`src/rtl/data_cache.sv`:
```
// data_cache: direct-mapped write-back write-allocate cache, 8 lines x 4 bytes, in front of a 256x8 byte memory
//   clock/reset                       : system clock, asynchronous active-high reset
//   read/write/address/writedata      : CPU request; address and data held while busywait=1
//   readdata/busywait                 : combinational load data and CPU stall
//   mem_read/mem_write/mem_address/
//   mem_writedata                     : registered byte-wide memory access strobes, address and data
//   mem_readdata/mem_busywait         : memory read data and busy
module data_cache (
    input  logic       clock,
    input  logic       reset,
    input  logic       read,
    input  logic       write,
    input  logic [7:0] address,
    input  logic [7:0] writedata,
    output logic [7:0] readdata,
    output logic       busywait,
    output logic       mem_read,
    output logic       mem_write,
    output logic [7:0] mem_address,
    output logic [7:0] mem_writedata,
    input  logic [7:0] mem_readdata,
    input  logic       mem_busywait
);
    typedef enum logic [2:0] {IDLE, WB_ACCESS, WB_GAP, FETCH_ACCESS, FETCH_GAP, UPDATE} state_t;
    state_t      state_q;
    logic [1:0]  beat_q, beat_d;
    logic        armed_q;
    logic [7:0]  valid_q, dirty_q;
    logic [2:0]  tag_q [8];
    logic [31:0] data_q [8];
    logic        mem_read_q, mem_write_q;
    logic [7:0]  mem_address_q, mem_writedata_q;
    logic [2:0]  tag_in, idx;
    logic [1:0]  off;
    logic        req_rd, req_wr, hit, done;

    assign {tag_in, idx, off} = address;
    assign req_rd = read & ~write;
    assign req_wr = write & ~read;
    assign hit = valid_q[idx] && tag_q[idx] == tag_in;
    assign readdata = hit ? data_q[idx][{off, 3'b000} +: 8] : 8'h00;
    assign busywait = state_q != IDLE || ((req_rd || req_wr) && !hit);
    // armed_q masks the first access cycle so a memory that raises busy late cannot end a beat early
    assign done = armed_q && !mem_busywait;
    assign beat_d = beat_q + 2'd1;
    assign mem_read = mem_read_q;
    assign mem_write = mem_write_q;
    assign mem_address = mem_address_q;
    assign mem_writedata = mem_writedata_q;

    always_ff @(posedge clock or posedge reset) begin
        if (reset) begin
            state_q         <= IDLE;
            beat_q          <= 2'd0;
            armed_q         <= 1'b0;
            valid_q         <= 8'h00;
            dirty_q         <= 8'h00;
            mem_read_q      <= 1'b0;
            mem_write_q     <= 1'b0;
            mem_address_q   <= 8'h00;
            mem_writedata_q <= 8'h00;
        end else begin
            case (state_q)
                IDLE: begin
                    if ((req_rd || req_wr) && !hit) begin
                        beat_q  <= 2'd0;
                        armed_q <= 1'b0;
                        if (valid_q[idx] && dirty_q[idx]) begin
                            state_q         <= WB_ACCESS;
                            mem_write_q     <= 1'b1;
                            mem_address_q   <= {tag_q[idx], idx, 2'd0};
                            mem_writedata_q <= data_q[idx][7:0];
                        end else begin
                            state_q       <= FETCH_ACCESS;
                            mem_read_q    <= 1'b1;
                            mem_address_q <= {tag_in, idx, 2'd0};
                        end
                    end else if (req_wr) begin
                        dirty_q[idx] <= 1'b1;
                    end
                end
                WB_ACCESS: begin
                    armed_q <= 1'b1;
                    if (done) begin
                        mem_write_q <= 1'b0;
                        armed_q     <= 1'b0;
                        beat_q      <= beat_d;
                        state_q     <= WB_GAP;
                    end
                end
                // beat_q has wrapped to 0 once all four beats are done
                WB_GAP: begin
                    if (beat_q == 2'd0) begin
                        state_q       <= FETCH_ACCESS;
                        mem_read_q    <= 1'b1;
                        mem_address_q <= {tag_in, idx, 2'd0};
                    end else begin
                        state_q         <= WB_ACCESS;
                        mem_write_q     <= 1'b1;
                        mem_address_q   <= {tag_q[idx], idx, beat_q};
                        mem_writedata_q <= data_q[idx][{beat_q, 3'b000} +: 8];
                    end
                end
                FETCH_ACCESS: begin
                    armed_q <= 1'b1;
                    if (done) begin
                        mem_read_q <= 1'b0;
                        armed_q    <= 1'b0;
                        beat_q     <= beat_d;
                        state_q    <= FETCH_GAP;
                    end
                end
                FETCH_GAP: begin
                    if (beat_q == 2'd0) begin
                        state_q <= UPDATE;
                    end else begin
                        state_q       <= FETCH_ACCESS;
                        mem_read_q    <= 1'b1;
                        mem_address_q <= {tag_in, idx, beat_q};
                    end
                end
                UPDATE: begin
                    valid_q[idx] <= 1'b1;
                    dirty_q[idx] <= 1'b0;
                    state_q      <= IDLE;
                end
                default: state_q <= IDLE;
            endcase
        end
    end

    // data and tag arrays are deliberately not reset
    always_ff @(posedge clock) begin
        if (state_q == IDLE && req_wr && hit)
            data_q[idx][{off, 3'b000} +: 8] <= writedata;
        if (state_q == FETCH_ACCESS && done)
            data_q[idx][{beat_q, 3'b000} +: 8] <= mem_readdata;
        if (state_q == UPDATE)
            tag_q[idx] <= tag_in;
    end
endmodule

```
`config.mk`:
```
export PLATFORM = sky130hd
export DESIGN_NAME = data_cache
export DESIGN_NICKNAME = d
export VERILOG_FILES = /design/src/rtl/data_cache.sv
export SDC_FILE = /design/constraint.sdc
export NUM_CORES = 1
export LEC_CHECK = 0
export BUFFER_PORTS_ARGS = -buffer_cell sky130_fd_sc_hd__buf_4
export CORE_MARGIN = 5
export CORE_UTILIZATION = 50
export DETAILED_ROUTE_END_ITERATION = 8
export PLACE_DENSITY = 0.71
export SETUP_SLACK_MARGIN = 0.3
export SLEW_MARGIN = 20
export SYNTH_ARGS = -nofsm -noshare
export SYNTH_HDL_FRONTEND = slang
export SYNTH_SLANG_ARGS = --single-unit
```
`constraint.sdc`:
```
create_clock -name clock -period 4.25 [get_ports clock]
set_clock_uncertainty 0.2 [all_clocks]
set_input_delay 0 -clock clock [delete_from_list [all_inputs] [get_ports clock]]
set_output_delay 0 -clock clock [all_outputs]
set_load 0.05 [all_outputs]
```
* After elaboration in Yosys (flattened, before gate mapping)
Memories as Yosys holds them, arrays and structs flattened.
Index checks and enable logic that the tools add are counted.
** Operators by class
- $add $sub $neg :: 3
- Magnitude comparators :: 2
- Equality and inequality tests :: 17
- Shifts and indexed selects :: 6
- Mux-type cells :: 79
- Bitwise gates (word level) :: 40
- Reductions and logical operators :: 30
** Operator list (count)
- $mux 8 :: 10
- $mux 32 :: 2
- $shift 8x7->32 const A :: 2
- $shiftx 32x6->8 :: 2
- $shiftx 8x7->32 :: 2
- $mux 1 :: 48
- $or 1x1->1 :: 32
- $pmux 8 s2 :: 2
- $pmux 8 s3 :: 1
- $ne 2x2->1 const B :: 10
- $or 8x8->8 :: 2
- $pmux 3 s5 :: 1
- $neg 5->7 :: 2
- $mux 3 :: 4
- $reduce_and 3->1 :: 4
- $reduce_bool 3->1 :: 3
- $and 8x8->8 :: 1
- $logic_and 1x1->1 :: 8
- $mux 2 :: 4
- $not 8->8 :: 1
- $bmux 1 s3 :: 2
- $eq 3x2->1 const B :: 2
- $eq 3x3->1 const B :: 2
- $reduce_and 6->1 :: 1
- other kinds (23) :: 29
** Word-level totals
- Register bits :: 40
- Bits in writable memories :: 280
- Input bits :: 29
- Output and inout port bits :: 27
- Logic and storage cells :: 188
- Memories :: 2
** Memory list
- data_q :: depth 8, width 32, read ports 1, clocked after memory_dff 0, wr ports 1, RTL line 30 : logic [31:0] data_q [8];
- tag_q :: depth 8, width 3, read ports 1, clocked after memory_dff 0, wr ports 1, RTL line 29 : logic [2:0] tag_q [8];

* Longest topological paths before layout
Gate-level depths: netlist of the first run.
- Depth in word-level cells :: 8
- Gate-level depth with buffers :: 11
- Gate-level depth less buffers :: 7

* Least setup slack after synthesis of the first run
OpenSTA, ideal clock, no wires.
- Path type :: reg2reg
- From :: reg beat_q[0]
- To :: mem data_q[0][0], data pin
- Library setup time :: 0.265 ns
- Arrival :: 2.368 ns
- Data required time :: 3.785 ns
- Path slack :: 1.417 ns
- Cell stages (with the launch flop) :: 9
- Buffers on the path :: 3
- Clock period less this slack :: 2.833 ns
- Cells stage by stage :: dfrtp_1 > clkbuf_1 > inv_1 > buf_2 > ha_1 > clkbuf_1 > nor3b_1 > nand2_1 > o21ai_0
** Between the ends
- Cells in the longest elaborated chain, start to end :: 4
- Elaborated cells between the ends (all ways) :: 5
- Classes of those cells :: add/sub: 1; shift: 2; mux: 2
** RTL lines
- start: declaration :: RTL line 26 : logic [1:0] beat_q, beat_d;
- start signal: assignment :: RTL line 87 : beat_q <= beat_d;
- start signal: assignment :: RTL line 109 : beat_q <= beat_d;
- $neg 5->7 * :: RTL line 137 : data_q[idx][{beat_q, 3'b000} +: 8] <= mem_readdata;
- $shift 8x7->32 :: RTL line 137
- $mux 32 (implied by the code) :: RTL line 137
- $mux 1 (no line) *
- end: declaration :: RTL line 30
Mark *: on every way between the ends. The rest lies on a longest branch, timed or not.

* Worst setup path after layout of the first run
- From :: reg beat_q[0]
- To :: mem data_q[2][7], data pin
The elaborated chain is that of the path after synthesis.

==> results of run 1 <==
-- routing by layer --
metal  global-route usage, %  routed length [µm]  vias to the layer above
li1                        -                   -                     3883
met1                   33.80               14740                     4547
met2                   38.01               17830                      592
met3                   3.877                3835                      124
met4                   11.25                1974                        0
met5                       0                   0                        -
-- stage by stage --
step           total power, µW  std cells  utilization [%]  hold WS, ns
4_1_cts                   8098       1443            58.55      0.02935
6_report                  8100       1443            58.56      0.04525
3_3_place_gp              5512       1355            53.99     -0.03512
5_1_grt                   8390       1443            58.56      0.03700
3_5_place_dp              5538       1355            53.99     -0.03002
2_1_floorplan             5015        923                -      -0.1011
-- logic make-up (layout without fill, tap and decap cells) --
group	after synthesis	count (layout)	share of synthesized area (%)
AOI/OAI and AO/OA	195	195	10.72
adders and majority gates	11	11	0.9810
muxes	120	120	11.22
buffers and inverters	79	221	3.023
and+or+nand+nor	195	195	6.644
DFF	320	320	67.06
xor gates and xnor gates	3	3	0.3478
-- flip-flops by register name, summed over array words and instances (netlist names), named ones only --
signal,count
armed_q,1
mem_read,1
mem_writedata,8
mem_address,8
tag_q,24
data_q,256
state_q,3
beat_q,2
mem_write,1
valid_q,8
-- worst max-delay path, delay by kind of cell, from the launching register on --
family	cells	cell delay, ns
buf+inv	2	0.74
compound gates	1	0.87
flops	1	0.53
simple gates	2	0.38
fa+ha+maj	1	0.47
-- layout make-up --
class / instances / area [µm²]
fill: 2143 / 11510
sequential: 320 / 9409
multi-input combinational: 524 / 4203
timing repair buffer: 143 / 1154
clock buffer: 42 / 868.3
tap: 378 / 473.0
inverter: 22 / 82.58
clock inverter: 14 / 78.83
-- worst paths after layout --
path	from	endpoint	slack, ns	depth (start not counted)
min in group asynchronous	reset	state_q[1]	0.49	5
max	beat_q[0]	data_q[2][7]	0.69	6
min	address[6]	tag_q[7][1]	0.05	2
min reg2reg	valid_q[6]	valid_q[6]	0.26	1
max in group asynchronous	reset	valid_q[0]	3.00	5
max reg2reg	beat_q[0]	data_q[2][7]	0.69	6
-- synthesized netlist by cell type (3+ instances only) --
cell type	number
xnor2_2	3
inv_2	3
a221oi_1	34
nand3b_1	3
buf_2	24
nand2_1	50
mux2i_1	53
mux2_4	7
mux2_2	26
mux4_2	21
a211oi_1	8
buf_6	10
o22a_1	10
dfrtp_1	40
or2_2	9
o21ai_0	20
nand3_1	13
mux2_1	11
nor2b_1	5
buf_4	6
a22o_1	31
a31oi_1	3
a222oi_1	6
o22ai_1	5
clkbuf_1	17
o31a_1	4
inv_1	19
a311oi_1	3
nor2_1	77
and2_1	3
nor3_1	13
ha_1	11
nor3b_1	3
a22oi_1	19
a221o_1	8
edfxtp_1	280
a21oi_1	27
nand2b_1	4
-- repair_timing --
action,4_1_cts,5_1_grt
hold endpoints to repair,290,0
hold buffers,32,0
setup buffers,0,0
-- power breakdown --
part | leakage (µW) | switching (µW) | internal [µW]
Sequential | 0.00309 | 162 | 3620
Clock | 0.000475 | 1140 | 1430
Combinational | 0.00232 | 1090 | 663
Total | 0.00588 | 2390 | 5710
==> results.toml, run 1 <==
[run_status]
status = "complete, no violations"

[sta]
setup_viol = 0
period_minus_slack_ns = 3.557
fin_crit_sh_pct = 83.69
slew_violations = 0
hold_viol_final = 0
worstMarginPinSlew_ns = 1.139
max_freq_ghz = 0.2811
setup_tns_ns = 0
slew-limit-headroom_pct = 23.25
final.setup.worst_slack_ns = 0.6931
rsz0062_at_grt = "false"

[worst_setup_path]
critPathKind = "register to register"
critPathRequiredTime_ns = 4.25
critPathCaptureType = "register"
critPathArrivalTime_ns = 3.55
cp-start-kind = "register"
crit_slowest_cell = "o21ai_0"
cpPeakStageDelay_ns = 0.87
path_cells = "inv_1 > ha_1 > nor3b_1 > buf_4 > nand2_1 > o21ai_0"
cp_max_fo = 15

[die]
core_um2 = 27780
die_area_um2 = 31510
fp.dieH_um = 177.5
num_rows = 61
die_w_um = 177.5
ios = 56
initial_core_util_pct = 50.50

[routing]
drc = 0
routedWlPerCell_um = 26.59
via_count = 9146
initialDrtViolationCount = 1168
wirelength_um = 38370
ant_nets = 0
viasPerCell = 6.338
drt_first_pass_iters = 6

[global_routing]
grt_overflow = 0
grt_usage_pct = 24.32
antenna_found_initial = 0
grt_pass1_wl_um = 56990
grt_max_degree = 55
grt_pass1_vias = 8983

[synthesis]
ys_warn_count = 0
synth-seq-cells = 320
synthesis.nets = 963
syn_avg_cell_area_um2 = 15.20
netlist.area_leader.share_pct = 59.93
synth.distinct_cells = 67
synth_enable_flop_cells = 280
yosysTopAreaCell = "edfxtp_1"
synth_ff_type = "edfxtp_1"
seq_area_frac_synth_pct = 67.07
synthTopCellsByArea = "edfxtp_1, dfrtp_1, mux2i_1"
async_flop_share_pct = 12.50
synth.cell_area_um2 = 14030
synthCells = 923

[pwr]
p_leak_uw = 0.005884
peakVddDrop_uv = 377.2
power_per_cell_area_nw_per_um2 = 497.9

[placed_design]
portBuffers = 55
placedInstanceArea_um2 = 15000
dp_slack_ns = 0.8013
dp_hpwl_um = 25730
gp_congestion = 0.9581

[clock_network]
clk-insertion-delay-late_ns = 0.56
cts_buffers = 30
cts_buffer_depth = 3
root_buffer = "clkbuf_16"
cts_resized = 0
clk_pin_slew_ns = 0.06
cts_num_sinks = 320
cts_tree = "yes"
htreeDepth = 1

[finish]
drive_gt1_share_pct = 22.16
final_cell_area_um2 = 16270
mostFrequentLayoutCells = "edfxtp_1, buf_4, nor2_1"
n_antenna_cell = 0
nets = 1081
final_common_cell = "edfxtp_1"
syn2layout_area_growth_pct = 15.95

[worst_hold_path]
hp-class = "input pin to register"

[flow_run]
maxCapViolCount = 0
(Power assumes the default switching activity.)
==> run 2, diff against run 1 <==
- clock period: 4.25 -> 3.35 ns (I/O delays scaled with it)
==> run 2 against run 1 <==
Worst hold slack lost 0.028 ns. First-iteration DRC count is 7.2% lower. Critical path depth is 1 higher. Flip-flop and latch count stayed put. Die area is the same. Via count barely moved. Total power up 34%. Clock-buffer cell count up 3. Largest cell class unchanged. Largest power group unchanged. Highest routed layer unchanged.
==> results.toml, run 2 (synthesized netlist as in run 1, its figures left out) <==
[clock_network]
cts_buffer_depth = 3
clk-insertion-delay-late_ns = 0.51
cts_buffers = 34
cts_num_sinks = 320
cts_tree = "yes"
htreeDepth = 2
root_buffer = "clkbuf_16"
clk_pin_slew_ns = 0.06

[worst_setup_path]
ff2ff_path_depth = 6
cpPeakStageDelay_ns = 0.56
crit_path_frequent_cell = "nor2_1"
crit_slowest_cell = "a311oi_1"
critPathKind = "register to output port"
cp.buffers_inverters = 1
r2r_setup_slack_ns = 0.47
critPathCapture = "readdata[4]"
cpLargestDelayFamily = "compound AO/OA/AOI/OAI gates"
path_cells = "mux2_1 > a221oi_1 > nor2_1 > a311oi_1 > mux4_1 > nor2_1 > buf_4"
timing.rr.end = "mem_writedata[7]"
timing.rr.start = "valid_q[5]"
crit_start = "data_q[1][20]"
cp_max_fo = 2
cp-start-kind = "register"
critPathRequiredTime_ns = 3.15
critPathArrivalTime_ns = 2.75
cp.depth = 7
critPathCaptureType = "output port"

[placed_design]
gp_congestion = 0.9250
portBuffers = 55
dp_slack_ns = 0.4328
dp_hpwl_um = 25910
dp_cells = 1372
placedInstanceArea_um2 = 15150

[global_routing]
grt_pass1_wl_um = 57390
grt_pass1_vias = 8948
grt_overflow = 0
antenna_found_initial = 0
grt_usage_pct = 24.42
grt_max_degree = 65

[finish]
reg_top3 = "data_q x256, tag_q x24"
multiInputGateArea_um2 = 4202
largest_reg_flops = 256
nFillCells = 2104
syn2layout_area_growth_pct = 17.83
n_antenna_cell = 0
nets = 1097
drive_gt1_share_pct = 24.24
final_cell_area_um2 = 16530
final_common_cell = "edfxtp_1"
regArea_um2 = 9409
largest_register = "data_q"
mostFrequentLayoutCells = "edfxtp_1, buf_4, nor2_1"
fin_util_pct = 59.50
fin_cells = 1459

[pwr]
power_per_cell_area_nw_per_um2 = 654.3
pwr-share-comb_pct = 20.9
p_clk_share_pct = 34.6
peakVddDrop_uv = 260.5
switching_power_uw = 3108
p_leak_uw = 0.006010
power_frac_seq_pct = 44.5
p_int_uw = 7707
sw_frac_of_total_pct = 28.74

[sta]
fin_crit_sh_pct = 88.12
setup_tns_ns = 0
rsz0062_at_grt = "false"
slew_violations = 0
period_minus_slack_ns = 2.952
slew-limit-headroom_pct = 38.14
max_freq_ghz = 0.3388
final.setup.worst_slack_ns = 0.3980
worstMarginPinSlew_ns = 0.9268
setup_viol = 0
hold_viol_final = 0

[routing]
initialDrtViolationCount = 1084
drt_first_pass_iters = 6
ant_nets = 0
wirelength_um = 38330
viasPerCell = 6.272
drc = 0
via_count = 9151
routedWlPerCell_um = 26.27

[die]
ios = 56
initial_core_util_pct = 50.50
die_area_um2 = 31510
fp.dieH_um = 177.5
core_um2 = 27780
num_rows = 61
die_w_um = 177.5

[run_status]
status = "complete, no violations"

[flow_run]
maxCapViolCount = 0

[worst_hold_path]
hp-class = "input pin to register"
run 2: cell count changes in the layout (fill, tap and decap cells not counted), moves of 2 or more:
cell           delta
clkinv_2          -4
buf_12            +2
bufinv_16         +3
clkbuf_16         +4
clkinvlp_4        +2
clkinv_4          +2
dlygate4sd3_1     -9
buf_4            +19
run 2: how the worst min path moves through the flow:
stage / from / to / slack [ns] / depth (start not counted)
after detailed placement: address[6] / tag_q[5][1] / 0.06 / 1
final: address[2] / mem_address[2] / 0.02 / 2
after global routing: address[2] / mem_address[2] / 0.02 / 2
after CTS: address[2] / mem_address[2] / 0.003 / 2
after floorplan: address[5] / tag_q[0][0] / -0.10 / 0
after global placement: address[6] / tag_q[5][1] / 0.06 / 1
run 2: stage by stage:
stage / hold WS (ns) / total power, µW
floorplan: -0.1011 / 6362
global placement: 0.05507 / 7029
detailed placement: 0.05838 / 7050
CTS: 0.003030 / 10790
global route: 0.02268 / 11180
finish: 0.01710 / 10820
run 2: power by group through the flow:
stage / registers [µW] / clock network (µW) / logic [µW]
finish: 4810 / 3740 / 2260
global route: 4840 / 3960 / 2380
CTS: 4810 / 3790 / 2200
detailed placement: 4890 / 0 / 2160
global placement: 4880 / 0 / 2150
floorplan: 5160 / 0 / 1210
run 2: worst register-to-register path: cells and delay by family (launching register included):
kind	cells	cell delay, ns
flops	1	0.38
simple gates	1	0.23
compound gates	1	0.51
buf+inv	1	0.29
mux	3	1.18
run 2: repair_timing:
action / in CTS / in global routing
hold endpoints to repair: 314 / 0
endpoints found under the setup margin: 0 / 39
hold buffers: 23 / 0
resized for setup: 0 / 1
buffers inserted: 0 / 4
run 2: area by class of cell:
type / instances / share of cell area [%]
multi-input cells: 524 / 25.42
well taps: 378 / 2.861
clock inverters: 15 / 0.9688
inverters: 22 / 0.5223
clock buffers: 45 / 5.775
repair buffers: 155 / 7.539
flip-flops and latches: 320 / 56.92
run 2: routing by layer:
| metal | up-vias | global-route usage, % | share of wire [%] |
|---|---|---|---|
| li1 | 3918 | - | - |
| met1 | 4545 | 33.82 | 39 |
| met2 | 560 | 38.48 | 47 |
| met3 | 128 | 4.666 | 9.8 |
| met4 | 0 | 9.765 | 4.3 |
| met5 | - | 0 | 0 |
==> run 3, diff against run 2 <==
- CORE_UTILIZATION: 50 -> 35
- PLACE_DENSITY: 0.71 -> 0.54
==> run 3 against run 2 <==
Global-route usage shrank 5.9 points. Final area is 2.0% higher. Final cell count up 12%. Worst setup slack worse by 0.024 ns. Total power is 0.54% lower. Combinational power hardly changed. Worst hold slack better by 0.033 ns. Die area is 40% higher. Clock-buffer cell count fell by 3. Core utilization decreased by 17 points. Via count decreased by 0.48%. First-iteration DRC count increased by 0.18%. Critical path type unchanged. Critical endpoint is now readdata[3].
==> results.toml, run 3 (synthesized netlist as in run 1, its figures left out) <==
[pwr]
peakVddDrop_uv = 297.1
p_leak_uw = 0.006099
power_per_cell_area_nw_per_um2 = 638.1
power_frac_seq_pct = 44.5
p_int_uw = 7591
p_clk_share_pct = 34.3
pwr-share-comb_pct = 21.2
sw_frac_of_total_pct = 29.43
switching_power_uw = 3166

[die]
ios = 56
die_w_um = 210.2
fp.dieH_um = 210.2
die_area_um2 = 44190
core_um2 = 39730
num_rows = 73
initial_core_util_pct = 35.31

[clock_network]
clk-insertion-delay-late_ns = 0.52
cts_buffer_depth = 3
postCtsSetupBuffers = 0
cts_buffers = 35
clk_pin_slew_ns = 0.06
htreeDepth = 2
cts_tree = "yes"
root_buffer = "clkbuf_16"
cts_num_sinks = 320

[sta]
fin_crit_sh_pct = 88.83
rsz0062_at_grt = "false"
slew_violations = 0
slew-limit-headroom_pct = 33.83
worstMarginPinSlew_ns = 0.9906
hold_viol_final = 0
max_freq_ghz = 0.3360
setup_viol = 0
setup_tns_ns = 0
holdWs_ns = 0.04973
period_minus_slack_ns = 2.976

[global_routing]
antenna_found_initial = 0
grt_overflow = 0
grt_usage_pct = 18.53
grt_pass1_wl_um = 60730
grt_pass1_vias = 8982
grt_max_degree = 41

[worst_setup_path]
crit_path_frequent_cell = "a221oi_1"
cpPeakStageDelay_ns = 0.60
critPathRequiredTime_ns = 3.15
critPathKind = "register to output port"
critPathArrivalTime_ns = 2.78
cp-start-kind = "register"
cpLargestDelayFamily = "compound AO/OA/AOI/OAI gates"
path_cells = "mux2_2 > a221oi_1 > a31oi_1 > a221oi_1 > mux4_2 > nor2_1 > buf_4"
critPathCaptureType = "output port"
cp.buffers_inverters = 1
cp_max_fo = 2
crit_slowest_cell = "a221oi_1"

[routing]
routedWlPerCell_um = 25.56
ant_nets = 0
wirelength_um = 41640
drc = 0
initialDrtViolationCount = 1086
viasPerCell = 5.591
via_count = 9107
drt_first_pass_iters = 6

[finish]
n_antenna_cell = 0
final_common_cell = "edfxtp_1"
drive_gt1_share_pct = 25.63
nFillCells = 3602
syn2layout_area_growth_pct = 20.16
largest_register = "data_q"
multiInputGateArea_um2 = 4223
nets = 1118
largest_reg_flops = 256
reg_top3 = "data_q x256, tag_q x24"
mostFrequentLayoutCells = "edfxtp_1, buf_4, nor2_1"
regArea_um2 = 9410

[placed_design]
portBuffers = 55
gp_congestion = 0.8907
dp_hpwl_um = 28980

[worst_hold_path]
hp-class = "input pin to register"

[run_status]
status = "complete, no violations"

[flow_run]
maxCapViolCount = 0
-- run 3: changes by cell type in the layout (fill, tap and decap cells not counted), moves of 2 or more --
cell and delta:
buf_4 +18, dlygate4sd3_1 +2, clkinv_1 +7, clkbuf_8 -2
-- run 3: cell type report --
cell class | instances | share of cell area (%)
Multi-Input combinational cell | 524 | 25.05
Inverter | 22 | 0.5121
Tap cell | 525 | 3.896
Clock inverter | 21 | 0.9871
Sequential cell | 320 | 55.82
Clock buffer | 42 | 5.477
Timing Repair Buffer | 175 | 8.260
-- run 3: power by group through the flow --
stage	logic, µW	registers [µW]	clock network, µW
floorplan	1210	5160	0
global placement	2220	4860	0
detailed placement	2230	4860	0
CTS	2260	4780	3750
global route	2410	4810	3920
finish	2290	4790	3690
-- run 3: timing repair --
item	in CTS	in global routing
hold buffers	25	0
endpoints found under the setup margin	6	10
pin swaps	0	0
gates resized for setup	1	6
endpoints found under the hold margin	309	0
-- run 3: final timing paths --
path,startpoint,end,slack [ns],cells past startpoint
setup / recovery,data_q[6][27],readdata[3],0.37,7
min in group asynchronous,reset,valid_q[3],0.53,5
max in group asynchronous,reset,state_q[0],2.01,5
hold reg to reg,valid_q[5],valid_q[5],0.27,1
setup reg to reg,beat_q[0],data_q[5][3],0.40,8
hold / removal,write,mem_write,0.05,5
-- run 3: stage by stage --
step	setup slack (ns)	instance area, µm²	power, µW	util [%]	std cells
2_1_floorplan	0.5169	14030	6362	-	923
3_3_place_gp	0.3498	15490	7081	38.98	1541
3_5_place_dp	0.3161	15490	7088	38.98	1541
4_1_cts	0.3269	16830	10790	42.36	1629
5_1_grt	0.3003	16860	11140	42.43	1629
6_report	0.3741	16860	10760	42.43	1629
-- run 3: tightest hold or removal path: cells and delay by family --
kind	cells	cell delay, ns
buffers and inverters	2	0.31
AO/OA/AOI/OAI	2	0.31
adder cells (fa/ha/maj)	1	0.10
-- run 3: per-layer routing --
metal / up-vias / wire, µm / global-route usage, %
li1: 3969 / - / -
met1: 4622 / 18350 / 26.86
met2: 435 / 18850 / 28.59
met3: 81 / 3274 / 3.646
met4: 0 / 1163 / 5.356
met5: - / 0 / 0
